File: config.mk
export PLATFORM = sky130hd
export DESIGN_NAME = ps2_key_decoder
export DESIGN_NICKNAME = d
export VERILOG_FILES = /design/src/rtl/ps2_key_decoder.sv
export SDC_FILE = /design/constraint.sdc
export NUM_CORES = 1
export LEC_CHECK = 0
export CORE_UTILIZATION = 57
export DETAILED_ROUTE_END_ITERATION = 7
export GPL_TIMING_DRIVEN = 0
export HOLD_SLACK_MARGIN = 0.15
export PLACE_DENSITY = 0.75
export SYNTH_ARGS = -nofsm -noshare
export SYNTH_HDL_FRONTEND = slang
export SYNTH_SLANG_ARGS = --single-unit
File: constraint.sdc
create_clock -name clk -period 2.3 [get_ports clk]
set_input_delay 0.345 -clock clk [delete_from_list [all_inputs] [get_ports clk]]
set_output_delay 0.345 -clock clk [all_outputs]
set_load 0.05 [all_outputs]
File: src/rtl/ps2_key_decoder.sv
// PS/2 keyboard receiver: synchronises the pins, frames and checks 11-bit packets,
// and keeps an 8-bit held-button map from make/break scancodes (E0/F0 prefixes).
module ps2_key_decoder #(
    parameter int TIMEOUT_CYCLES = 100000
) (
    input  logic        clk,
    input  logic        rst_n,
    input  logic        kb_clk,
    input  logic        kb_in_serial,
    output logic [7:0]  key_mux,
    output logic [10:0] kb_data,
    output logic        frame_valid,
    output logic        frame_err
);

    localparam int TO_W = $clog2(TIMEOUT_CYCLES + 1);
    localparam logic [TO_W-1:0] TO_LAST = TO_W'(TIMEOUT_CYCLES - 1);

    typedef enum logic [1:0] {
        ST_IDLE  = 2'd0,
        ST_RECV  = 2'd1,
        ST_CHECK = 2'd2
    } state_t;

    // Odd parity holds when data bits plus parity bit contain an odd number of ones.
    function automatic logic odd_parity_ok(input logic [7:0] data, input logic par);
        return ((^{data, par}) == 1'b1);
    endfunction

    // Returns {hit, bit index} for a key code in the given prefix context.
    function automatic logic [3:0] key_lookup(input logic ext, input logic [7:0] code);
        logic [3:0] r;
        r = 4'b0000;
        if (ext) begin
            case (code)
                8'h75:   r = 4'b1000;
                8'h72:   r = 4'b1001;
                8'h6B:   r = 4'b1010;
                8'h74:   r = 4'b1011;
                default: r = 4'b0000;
            endcase
        end else begin
            case (code)
                8'h22:   r = 4'b1100;
                8'h1A:   r = 4'b1101;
                8'h5A:   r = 4'b1110;
                8'h29:   r = 4'b1111;
                default: r = 4'b0000;
            endcase
        end
        return r;
    endfunction

    logic            kb_clk_meta_r, kb_clk_sync_r, kb_clk_prev_r;
    logic            kb_dat_meta_r, kb_dat_sync_r;
    logic            fall_r, bit_r;
    state_t          state_r, state_s;
    logic [3:0]      bit_cnt_r, bit_cnt_s;
    logic [TO_W-1:0] to_cnt_r, to_cnt_s;
    logic [10:0]     shift_r, shift_s;
    logic [10:0]     kb_data_r, kb_data_s;
    logic [7:0]      key_mux_r, key_mux_s;
    logic            ext_r, ext_s, brk_r, brk_s;
    logic            frame_valid_r, frame_valid_s;
    logic            frame_err_r, frame_err_s;
    logic [7:0]      code_s;
    logic            frame_ok_s;
    logic [3:0]      lookup_s;

    assign code_s     = shift_r[8:1];
    assign frame_ok_s = ~shift_r[0] & shift_r[10] & odd_parity_ok(shift_r[8:1], shift_r[9]);
    assign lookup_s   = key_lookup(ext_r, code_s);

    // Pin synchronisers; idle-high reset values avoid a phantom edge after reset.
    always_ff @(posedge clk) begin
        if (!rst_n) begin
            kb_clk_meta_r <= 1'b1;
            kb_clk_sync_r <= 1'b1;
            kb_clk_prev_r <= 1'b1;
            kb_dat_meta_r <= 1'b1;
            kb_dat_sync_r <= 1'b1;
            fall_r        <= 1'b0;
            bit_r         <= 1'b1;
        end else begin
            kb_clk_meta_r <= kb_clk;
            kb_clk_sync_r <= kb_clk_meta_r;
            kb_clk_prev_r <= kb_clk_sync_r;
            kb_dat_meta_r <= kb_in_serial;
            kb_dat_sync_r <= kb_dat_meta_r;
            fall_r        <= kb_clk_prev_r & ~kb_clk_sync_r;
            bit_r         <= kb_dat_sync_r;
        end
    end

    // Frame FSM next-state, timeout, and scancode/held-map update.
    always_comb begin
        state_s       = state_r;
        bit_cnt_s     = bit_cnt_r;
        to_cnt_s      = to_cnt_r;
        shift_s       = shift_r;
        kb_data_s     = kb_data_r;
        key_mux_s     = key_mux_r;
        ext_s         = ext_r;
        brk_s         = brk_r;
        frame_valid_s = 1'b0;
        frame_err_s   = 1'b0;
        case (state_r)
            ST_IDLE: begin
                to_cnt_s = '0;
                if (fall_r && !bit_r) begin
                    shift_s   = {bit_r, shift_r[10:1]};
                    bit_cnt_s = 4'd0;
                    state_s   = ST_RECV;
                end else begin
                    state_s = ST_IDLE;
                end
            end
            ST_RECV: begin
                if (fall_r) begin
                    shift_s   = {bit_r, shift_r[10:1]};
                    to_cnt_s  = '0;
                    bit_cnt_s = bit_cnt_r + 4'd1;
                    // Start bit came in from IDLE, so the tenth bit here is the stop bit.
                    if (bit_cnt_r == 4'd9) begin
                        state_s = ST_CHECK;
                    end else begin
                        state_s = ST_RECV;
                    end
                end else if (to_cnt_r == TO_LAST) begin
                    frame_err_s = 1'b1;
                    state_s     = ST_IDLE;
                end else begin
                    to_cnt_s = to_cnt_r + TO_W'(1);
                end
            end
            ST_CHECK: begin
                state_s = ST_IDLE;
                if (frame_ok_s) begin
                    kb_data_s     = shift_r;
                    frame_valid_s = 1'b1;
                    if (code_s == 8'hE0) begin
                        ext_s = 1'b1;
                    end else if (code_s == 8'hF0) begin
                        brk_s = 1'b1;
                    end else begin
                        if (lookup_s[3]) begin
                            key_mux_s[lookup_s[2:0]] = ~brk_r;
                        end else begin
                            key_mux_s = key_mux_r;
                        end
                        ext_s = 1'b0;
                        brk_s = 1'b0;
                    end
                end else begin
                    frame_err_s = 1'b1;
                    ext_s       = 1'b0;
                    brk_s       = 1'b0;
                end
            end
            default: begin
                state_s = ST_IDLE;
            end
        endcase
    end

    // State and output registers.
    always_ff @(posedge clk) begin
        if (!rst_n) begin
            state_r       <= ST_IDLE;
            bit_cnt_r     <= 4'd0;
            to_cnt_r      <= '0;
            shift_r       <= 11'd0;
            kb_data_r     <= 11'd0;
            key_mux_r     <= 8'd0;
            ext_r         <= 1'b0;
            brk_r         <= 1'b0;
            frame_valid_r <= 1'b0;
            frame_err_r   <= 1'b0;
        end else begin
            state_r       <= state_s;
            bit_cnt_r     <= bit_cnt_s;
            to_cnt_r      <= to_cnt_s;
            shift_r       <= shift_s;
            kb_data_r     <= kb_data_s;
            key_mux_r     <= key_mux_s;
            ext_r         <= ext_s;
            brk_r         <= brk_s;
            frame_valid_r <= frame_valid_s;
            frame_err_r   <= frame_err_s;
        end
    end

    assign key_mux     = key_mux_r;
    assign kb_data     = kb_data_r;
    assign frame_valid = frame_valid_r;
    assign frame_err   = frame_err_r;

endmodule

* Yosys cells after proc, flatten, opt, wreduce, memory -nomap -nowiden
Index checks and enable logic that the tools add are counted.
Cells by class: multiplexer cells 31, magnitude comparators 2, add/sub/neg operators 2, equal/unequal tests 20, reductions and logical operators 13, bitwise gates (word level) 8
Operators with widths (count):
- 8-bit by 7-bit == test with 1-bit output, second input constant | 5
- 17-bit 2-to-1 mux | 2
- 17-bit one-hot mux with 2 select lines | 1
- 4-bit one-hot mux with 4 select lines | 2
- 11-bit 2-to-1 mux | 2
- 11-bit one-hot mux with 2 select lines | 1
- 17-bit by 1-bit adder with 17-bit output, second input constant | 1
- 17-bit == test, second input constant | 1
- 8-bit by 6-bit == test with 1-bit output, second input constant | 2
- 8-bit == test, second input constant | 2
- 1-bit 2-to-1 mux | 12
- 4-bit 2-to-1 mux | 3
- 2-bit AND reduction | 5
- 3-bit != test, second input constant | 3
- 9-bit XOR reduction | 1
- 8-bit bitwise mux | 1
- 8-bit by 5-bit == test with 1-bit output, second input constant | 1
- 4-bit one-hot mux with 2 select lines | 1
- 2-bit 2-to-1 mux | 3
- 2-bit != test, second input constant | 3
- 1-bit NOT | 5
- 5-bit AND reduction | 1
- 4-bit by 1-bit adder with 4-bit output, second input constant | 1
- 4-bit == test, second input constant | 1
- 13 further kinds | 16
Storage, ports and cells: register bits after elaboration 64, bits of input ports 4, output and inout port bits 21

* Depth between registers and ports, before layout
Gate-level depths: netlist of run 1.
word-level depth 8, depth in mapped cells 8, depth with buffers taken out 7

* Least setup slack after synthesis of run 1
Ideal clock, no wire load.
path type reg2reg, start point register shift_r[3], end point register key_mux_r[5] (netlist: key_mux[5]), slack 0.460 ns, library setup time 0.072 ns, arrival time 1.768 ns, cell stages (with the launch flop) 7, clock period less this slack 1.840 ns, required time 2.228 ns, cell sequence dfxtp_1 buf_4 xor2_2 xnor3_2 xnor2_2 nor4_1 mux2i_1
On the way: word-level cells in the longest chain between the ends 8, elaborated cells between the ends (all ways) 24, classes of those cells order compare: 2; eq/ne: 10; mux: 6; bitwise: 3; reduce/logical: 3
Ends and longest elaborated chain:
- start: declaration | line 60 | logic [10:0] shift_r, shift_s;
- start signal: assignment | line 183 | shift_r <= shift_s;
- 8-bit by 6-bit == test with 1-bit output, or another cell as far along | line 43 | case (code)
- 4-bit one-hot mux with 4 select lines (on tied branches) | line 43, 35
- 4-bit 2-to-1 mux | line 34 | if (ext) begin
- 3-bit by 4-bit < comparator with 1-bit output (not written as such) / 3-bit by 1-bit greater-or-equal comparator with 1-bit output (equally long branches) | line 147 | key_mux_s[lookup_s[2:0]] = ~brk_r;
- 1-bit logical AND (not written as such) | line 147
- 1-bit 2-to-1 mux (not written as such) | line 147
- 1-bit demux with 3-bit select | line 147
- 8-bit bitwise mux | line 147
- end signal: assignment | line 185 | key_mux_r <= key_mux_s;
- end: declaration | line 62 | logic [7:0] key_mux_r, key_mux_s;
Parallel ways exist; a longest one is shown, timed or not. A chain may end at the register's enable or synchronous reset.

* Final worst setup path of run 1
start point register shift_r[5], end point register key_mux_r[7] (netlist: key_mux[7])
Same word-level chain as after synthesis.

==> impl.org, run 1 <==
** Synthesis
- During synthesis, Yosys emitted a total of 0 warnings.
- In the synthesized netlist the dominant register cell turns out to be dfxtp_1.
- Number of standard cells after synthesis :: 345
- Post-synth top area cell :: dfxtp_1
- Synth top area share :: 41.76%
- Netlist cell types :: 57
- Mean cell area of the mapped netlist :: 8.893 um2
- By area the synthesized netlist is led by dfxtp_1 42%, mux2i_1 5.5%, a21oi_1 4.2%.
- Total standard cell area after synthesis :: 3068 um2
- Synthesized flop and latch total :: 64
- Counting every net in the synthesized netlist gives 355.
- Share of flip-flops with an asynchronous set or reset after synthesis :: 0%
- Sequential cells were found to cover 41.76% of the synthesized design area.
- Number of enable-type register cells in the synthesized netlist :: 0

** Detailed routing
- 1st-iter DRT viols :: 187
- Remaining antenna violation count :: 0
- After detailed routing, the number of vias per cell comes to 5.800.
- Drc violations :: 0
- The routed layout has 2639 vias.
- After detailed routing, the average wire length per cell comes to 14.40 um.
- For this block, the routed nets add up to 6554 um of wire.
- First-pass detailed-route iteration total :: 4

** Clocking
- The clock net in this run drives a total of 64 sinks.
- Clock slew at the register clock pins of the worst setup and hold paths :: 0.07 ns
- TritonCTS built the clock tree.
- Buffer cell driving the clock tree root :: clkbuf_8
- CTS max path bufs :: 2
- Hold repair after CTS inserted 0 buffers.
- Clock latency of the later-clocked register in the worst-skew pair :: 0.35 ns
- In this run the number of H-tree levels came out at 3.
- Counting the buffers created by CTS gives 9.

** Placed design
- Once detailed placement completed, the half-perimeter wirelength came to 4554 um.
- Routability-driven placement finished with a final weighted congestion of 0.8722.
- After detailed placement, the total cell area comes to 3396 um2.
- I/O Buffers :: 24

** Outcome
- The run finished with clean final reports.

** Setup path
- Kind of critical path :: flop to flop
- Max FO, Critical Path :: 9
- The signal on the critical path passes through clkbuf_1 > xnor2_1 > xnor3_2 > xnor2_2 > nor4_1 > mux2i_1.
- Delay of the slowest critical-path stage :: 0.41 ns
- The worst setup path is captured at a flop.
- The worst setup path is launched from a flop.
- Data on the critical path arrives at its endpoint at 2.36 ns.
- Max stage delay cell, worst path :: nor4_1
- Required time of the critical path :: 2.58 ns

** Power
- Internal power :: 0.001762 W
- Comb power frac :: 1.6%
- Of the total power, the share spent switching nets is 20.61%.
- Sequential power share :: 50.2%
- Of the total power, the clock network draws 48.2%.
- Across the VDD grid, the largest voltage drop is 0.4735 mV.
- Switching pwr :: 0.0004576 W
- For this design the static power due to leakage is 1.260 nW.
- Power spread over the standard cell area amounts to 613.3 nW/um2.

** Floorplan
- The die is 75.37 um wide.
- In this run the vertical extent of the chip is 75.37 um.
- The core region is 5140 um2.
- The die covers 5680 um2.
- For this design the top-level I/O count stands at 25.
- Std-Cell Rows :: 26
- The initial utilization of the core area, before any placement, comes to 59.69%.

** Global route
- GR Layer Usage met3 :: 7.143%
- Global routing finished with a remaining overflow of 0.
- Global routing consumed, on the met2 layer, 38.59% of the routing resources.
- Vias in the first global route :: 2306
- met2 is the most crowded layer.
- Global routing used 34.60% of the available met1 tracks.
- Antenna violations before repair :: 0
- Total routing resource utilization after global routing :: 25.55%
- The first global-routing pass estimated 10800 um of wire.
- Largest net degree at the start of global routing :: 12

** Final layout
- 0 antenna diodes ended up in the layout.
- Count of filler cells inserted in the layout :: 458
- Summed area of non-filler cells in the final layout :: 3620 um2
- In the layout the commonest cells are 64 x dfxtp_1, 29 x nor2_1, 26 x a21oi_1.
- In the final layout, the share of cells above drive strength 1 is 10.13%.
- Final nets :: 390
- Leading cell type in the layout, fill and taps excluded :: dfxtp_1
- The multi-input combinational cells in the finished layout cover a total of 1630 um2.
- From synthesis to final layout, the design area changed by 17.99%.
- Registers take 1281 um2.

** Timing
- Number of failing hold endpoints at the final stage :: 0
- The clock arrives with 0.005995 ns of skew.
- FMAX :: 480.2 MHz
- For the pin with the worst max-slew slack, the measured transition is 0.5162 ns.
- Worst rel slew slack :: 65.11%
- Finish-stage setup viols :: 0
- Max-slew violation count :: 0
- In the finished design, the share of the clock period the worst path needs comes to 90.55%.
- Setup repair after global routing left no endpoint under its margin.
- Sum of negative setup slack :: 0 ns
- The clock period could shrink to 2.083 ns.

** Flow run
- The tool flagged a number of max-cap violations equal to 0.

** Hold path
- The min-delay analysis places its worst path in the category flop to flop.
## path summary, 6_finish.rpt
| kind | depth (start not counted) | start | to | slack (ns) |
|---|---|---|---|---|
| max | 6 | shift_r[5] | key_mux[7] | 0.22 |
| min | 2 | kb_clk_prev_r | fall_r | 0.41 |
| max reg2reg | 6 | shift_r[5] | key_mux[7] | 0.22 |
| min reg2reg | 2 | kb_clk_prev_r | fall_r | 0.41 |
## state kept, by name, indices dropped and copies added, names as in the netlist
| name | count |
|---|---|
| to_cnt_r | 17 |
| kb_data | 11 |
| shift_r | 11 |
| key_mux | 8 |
| bit_cnt_r | 4 |
| state_r | 2 |
| bit_r | 1 |
| brk_r | 1 |
| ext_r | 1 |
| fall_r | 1 |
| frame_err | 1 |
| frame_valid | 1 |
| kb_clk_meta_r | 1 |
| kb_clk_prev_r | 1 |
| kb_clk_sync_r | 1 |
| kb_dat_meta_r | 1 |
| kb_dat_sync_r | 1 |
## cell usage after synthesis, drive strengths merged (2+ instances only)
cell type,n
a21oi,26
a22oi,2
a311oi,2
a31oi,2
a41oi,2
and2,5
and3,5
buf,12
clkbuf,11
dfxtp,64
ha,6
inv,7
mux2i,17
nand2,24
nand2b,10
nand3,20
nand4,11
nand4bb,2
nor2,30
nor2b,2
nor3,3
nor3b,3
nor4,5
o211ai,2
o21a,3
o21ai,25
o22a,2
o31ai,3
or3,11
or4,4
xnor2,4
xor2,5
## what timing repair did
| item | in CTS | in global routing |
|---|---|---|
| resized for setup | 0 | 1 |
| buffers inserted | 0 | 0 |
| setup endpoints to repair | 0 | 3 |
## metal layers
| metal | share of wire (%) | up-vias |
|---|---|---|
| li1 | - | 1308 |
| met1 | 47 | 1233 |
| met2 | 45 | 83 |
| met3 | 5.8 | 15 |
| met4 | 2.0 | 0 |
| met5 | 0 | - |
## power by group through the flow
stage	logic [W]	registers, W	clock network, W
floorplan	0.0000212	0.00114	0
global placement	0.0000346	0.00114	0
detailed placement	0.0000349	0.00114	0
CTS	0.0000352	0.00111	0.00109
global route	0.0000386	0.00111	0.00114
finish	0.0000348	0.00112	0.00107
## worst max-delay path, delay by kind of cell (launching register included)
family        cells  cell delay, ns
xor+xnor          3            0.73
simple gates      1            0.41
mux               1            0.22
flops             1            0.31
buf+inv           1            0.36
## layout make-up
class | instances | area share, %
Timing Repair Buffer | 24 | 6.637
Sequential cell | 64 | 35.40
Multi-Input combinational cell | 251 | 45.04
Inverter | 7 | 0.7259
Tap cell | 70 | 2.420
Clock inverter | 5 | 2.212
Clock buffer | 11 | 3.906
Buffer | 23 | 3.664
## cell families after synthesis
family | share of synthesized area [%]
mux | 5.913
simple gates | 25.49
compound gates | 14.52
buf+inv | 5.179
xor+xnor | 4.690
fa+ha+maj | 2.447
flops | 41.76
## metrics by stage
| step | instances | hold WS, ns | util (%) | setup WS (ns) | power (W) |
|---|---|---|---|---|---|
| after floorplan | 345 | 0.3863 | - | 0.4601 | 0.001161 |
| after global placement | 439 | 0.3906 | 66.07 | 0.2543 | 0.001175 |
| after detailed placement | 439 | 0.3969 | 66.07 | 0.2472 | 0.001175 |
| after CTS | 455 | 0.4126 | 70.37 | 0.2257 | 0.002242 |
| after global routing | 455 | 0.4307 | 70.42 | 0.05183 | 0.002289 |
| final | 455 | 0.4092 | 70.42 | 0.2174 | 0.002220 |
Note: power is estimated with default switching activity, not from simulation.
==> inputs of run 2 (changes only) <==
- PLACE_DENSITY: 0.75 -> 0.8
==> impl.org, run 2 (same netlist as run 1, synthesis figures left out) <==
** Timing
- Number of failing hold endpoints at the final stage :: 0
- Sum of negative setup slack :: 0 ns
- In the finished design, the share of the clock period the worst path needs comes to 94.34%.
- FMAX :: 460.9 MHz
- Max-slew violation count :: 0
- Final period demand of the worst path :: 2.170 ns
- For the final database, setup skew stands at 0.005602 ns.
- Headroom to the max-slew limit came out at 64.77%.
- Slew at the pin with the worst max-slew slack :: 0.5284 ns
- Setup violations remaining at the end of the flow were counted as 0.
- Setup repair after global routing left no endpoint under its margin.

** Floorplan
- Die X-Extent :: 75.37 um
- Overall die height :: 75.37 um
- Std-Cell Rows :: 26
- Pin placement for this block handled 25 I/O pins.
- The floorplan step defined a die boundary enclosing 5680 um2.
- Effective utilization at floorplan :: 59.69%
- The core region is 5140 um2.

** Global route
- Global routing used 25.79% of the available tracks.
- Antenna violations before repair :: 0
- Vias in the first global route :: 2393
- Largest net degree at the start of global routing :: 12
- The first global-routing pass estimated 10920 um of wire.
- Total congestion overflow after global routing :: 0

** Power
- Of the total power, registers draw 52.3%.
- Comb power frac :: 1.6%
- Summed over all nets, the switching power comes to 0.0004505 W.
- IR analysis of the VDD net gives a maximum drop of 0.4452 mV.
- Power spread over the standard cell area amounts to 591.1 nW/um2.
- For this design the static power due to leakage is 1.255 nW.
- In this run, the clock network consumes 46.0% of the power.
- Internal power :: 0.001680 W
- PnR Total Power :: 0.002131 W
- Sw Ratio :: 21.14%

** Final layout
- More flip-flops sit in one register than any other, and that register is to_cnt_r.
- P&R area growth vs syn :: 17.50%
- Area of all sequential standard cells :: 1281 um2
- Of the cells placed in the final design, the portion with a size suffix greater than 1 is 10.39%.
- Leading cell type in the layout, fill and taps excluded :: dfxtp_1
- The register with the most flip-flops in the layout has 17 of them.
- The library cells used most frequently in the layout, excluding fill and tap cells, are 64 x dfxtp_1, 29 x nor2_1, 26 x a21oi_1.
- Final nets :: 390
- Count of antenna diodes in the layout :: 0
- The filler cells instantiated in the layout total 433.
- Area of the multi-input gates :: 1630 um2

** Detailed routing
- For this block, the via count after detailed routing is 2609.
- Routed wire length :: 6540 um
- Drc violations :: 0
- Routed vias/inst :: 5.734
- After detailed routing, the average wire length per cell comes to 14.37 um.
- First-pass detailed-route iteration total :: 5
- Once detail routing completed, the nets flagged for antenna violations numbered 0.
- For this block, the initial DRC count from the detailed router was 231.

** Setup path
- The number of cells on the worst reg-to-reg path is 6.
- The critical path in this run is classified as flop to flop.
- Of all nets on the critical path, the largest fanout is 9.
- At the worst endpoint, the arrival time is 2.44 ns.
- Capturing element type of the critical path :: flop
- Data on the critical path is required at its endpoint by 2.57 ns.
- The worst setup path is launched from a flop.

** Placed design
- Final GP Congestion :: 0.8706
- Detail Placement HPWL :: 4698 um
- The count of buffers added on input and output ports is 24.

** Clocking
- CTS max path bufs :: 2
- Clock-pin slew was measured on the worst setup and hold paths at 0.07 ns.
- TritonCTS built the clock tree.
- After clock tree synthesis, the setup repair step added 0 buffers.
- Clock latency of the later-clocked register in the worst-skew pair :: 0.34 ns
- CTS placed an instance of clkbuf_8 at the clock tree root.
- TritonCTS sink count :: 64
- Cts bufs inserted :: 9
- Maximum level of the CTS H-tree :: 3

** Hold path
- Hold path cells :: 1
- Type of the worst min-delay path :: flop to flop

** Outcome
- The run finished with clean final reports.

** Flow run
- Total of max-cap violations :: 0
-- run 2: worst max-delay path, cell delays in order (launching register included) --
cell and delay [ns]:
dfxtp_1 0.31, clkbuf_1 0.36, xnor2_1 0.19, xnor3_2 0.34, xnor2_2 0.23, nor4_1 0.43, mux2i_1 0.22
-- run 2: what timing repair did --
item                       in CTS  in global routing
hold buffers                    0                  0
setup endpoints to repair       0                  1
gates resized for setup         0                  1
-- run 2: power groups by stage --
stage                     Clock, W  Sequential [W]  Combinational (W)
final                     0.000981         0.00112          0.0000343
after global routing       0.00106         0.00111          0.0000383
after CTS                  0.00101         0.00111          0.0000348
after detailed placement         0         0.00114          0.0000347
after global placement           0         0.00114          0.0000345
after floorplan                  0         0.00114          0.0000212
-- run 2: metal layers --
metal	track usage (%)	part of all wire, %	wire, um	up-vias
met1	34.02	46	3033	1213
met3	7.672	5.2	339	12
li1	-	-	-	1312
met4	11.11	2.0	128	0
met5	0	0	0	-
met2	39.38	46	3040	72
-- run 2: worst paths after layout --
check	start	endpoint	slack [ns]
max	shift_r[5]	key_mux[7]	0.13
min	kb_clk_meta_r	kb_clk_sync_r	0.41
max reg2reg	shift_r[5]	key_mux[7]	0.13
min reg2reg	kb_clk_meta_r	kb_clk_sync_r	0.41
-- run 2: per-stage QoR --
step	utilization [%]	instance area [um2]	setup slack, ns	instances	hold slack [ns]
floorplan	-	3068	0.4601	345	0.3863
global placement	66.07	3396	0.2850	439	0.3903
detailed placement	66.07	3396	0.1959	439	0.4001
CTS	70.08	3602	0.1477	455	0.4146
global route	70.13	3605	0.02531	455	0.4223
finish	70.13	3605	0.1301	455	0.4132
-- run 2: layout make-up --
class	count	share of cell area (%)
multi-input combinational	251	45.23
sequential	64	35.54
timing repair buffer	24	6.664
clock buffer	11	4.200
buffer	23	3.679
tap	70	2.430
clock inverter	5	1.527
inverter	7	0.7289
==> inputs of run 3 (changes only) <==
--- a/config.mk
+++ b/config.mk
@@ -7,4 +7,5 @@
 export LEC_CHECK = 0
 export CORE_UTILIZATION = 57
+export CTS_CLUSTER_SIZE = 30
 export DETAILED_ROUTE_END_ITERATION = 7
 export GPL_TIMING_DRIVEN = 0
==> constraint.sdc (replaced) <==
create_clock -name clk -period 2.3 [get_ports clk]
set_input_delay 0.345 -clock clk [delete_from_list [all_inputs] [get_ports clk]]
set_output_delay 0.345 -clock clk [all_outputs]
set_load 0.02 [all_outputs]
==> results of run 3 <==
No change in the layout: final DEF, timing and power equal those of run 2.
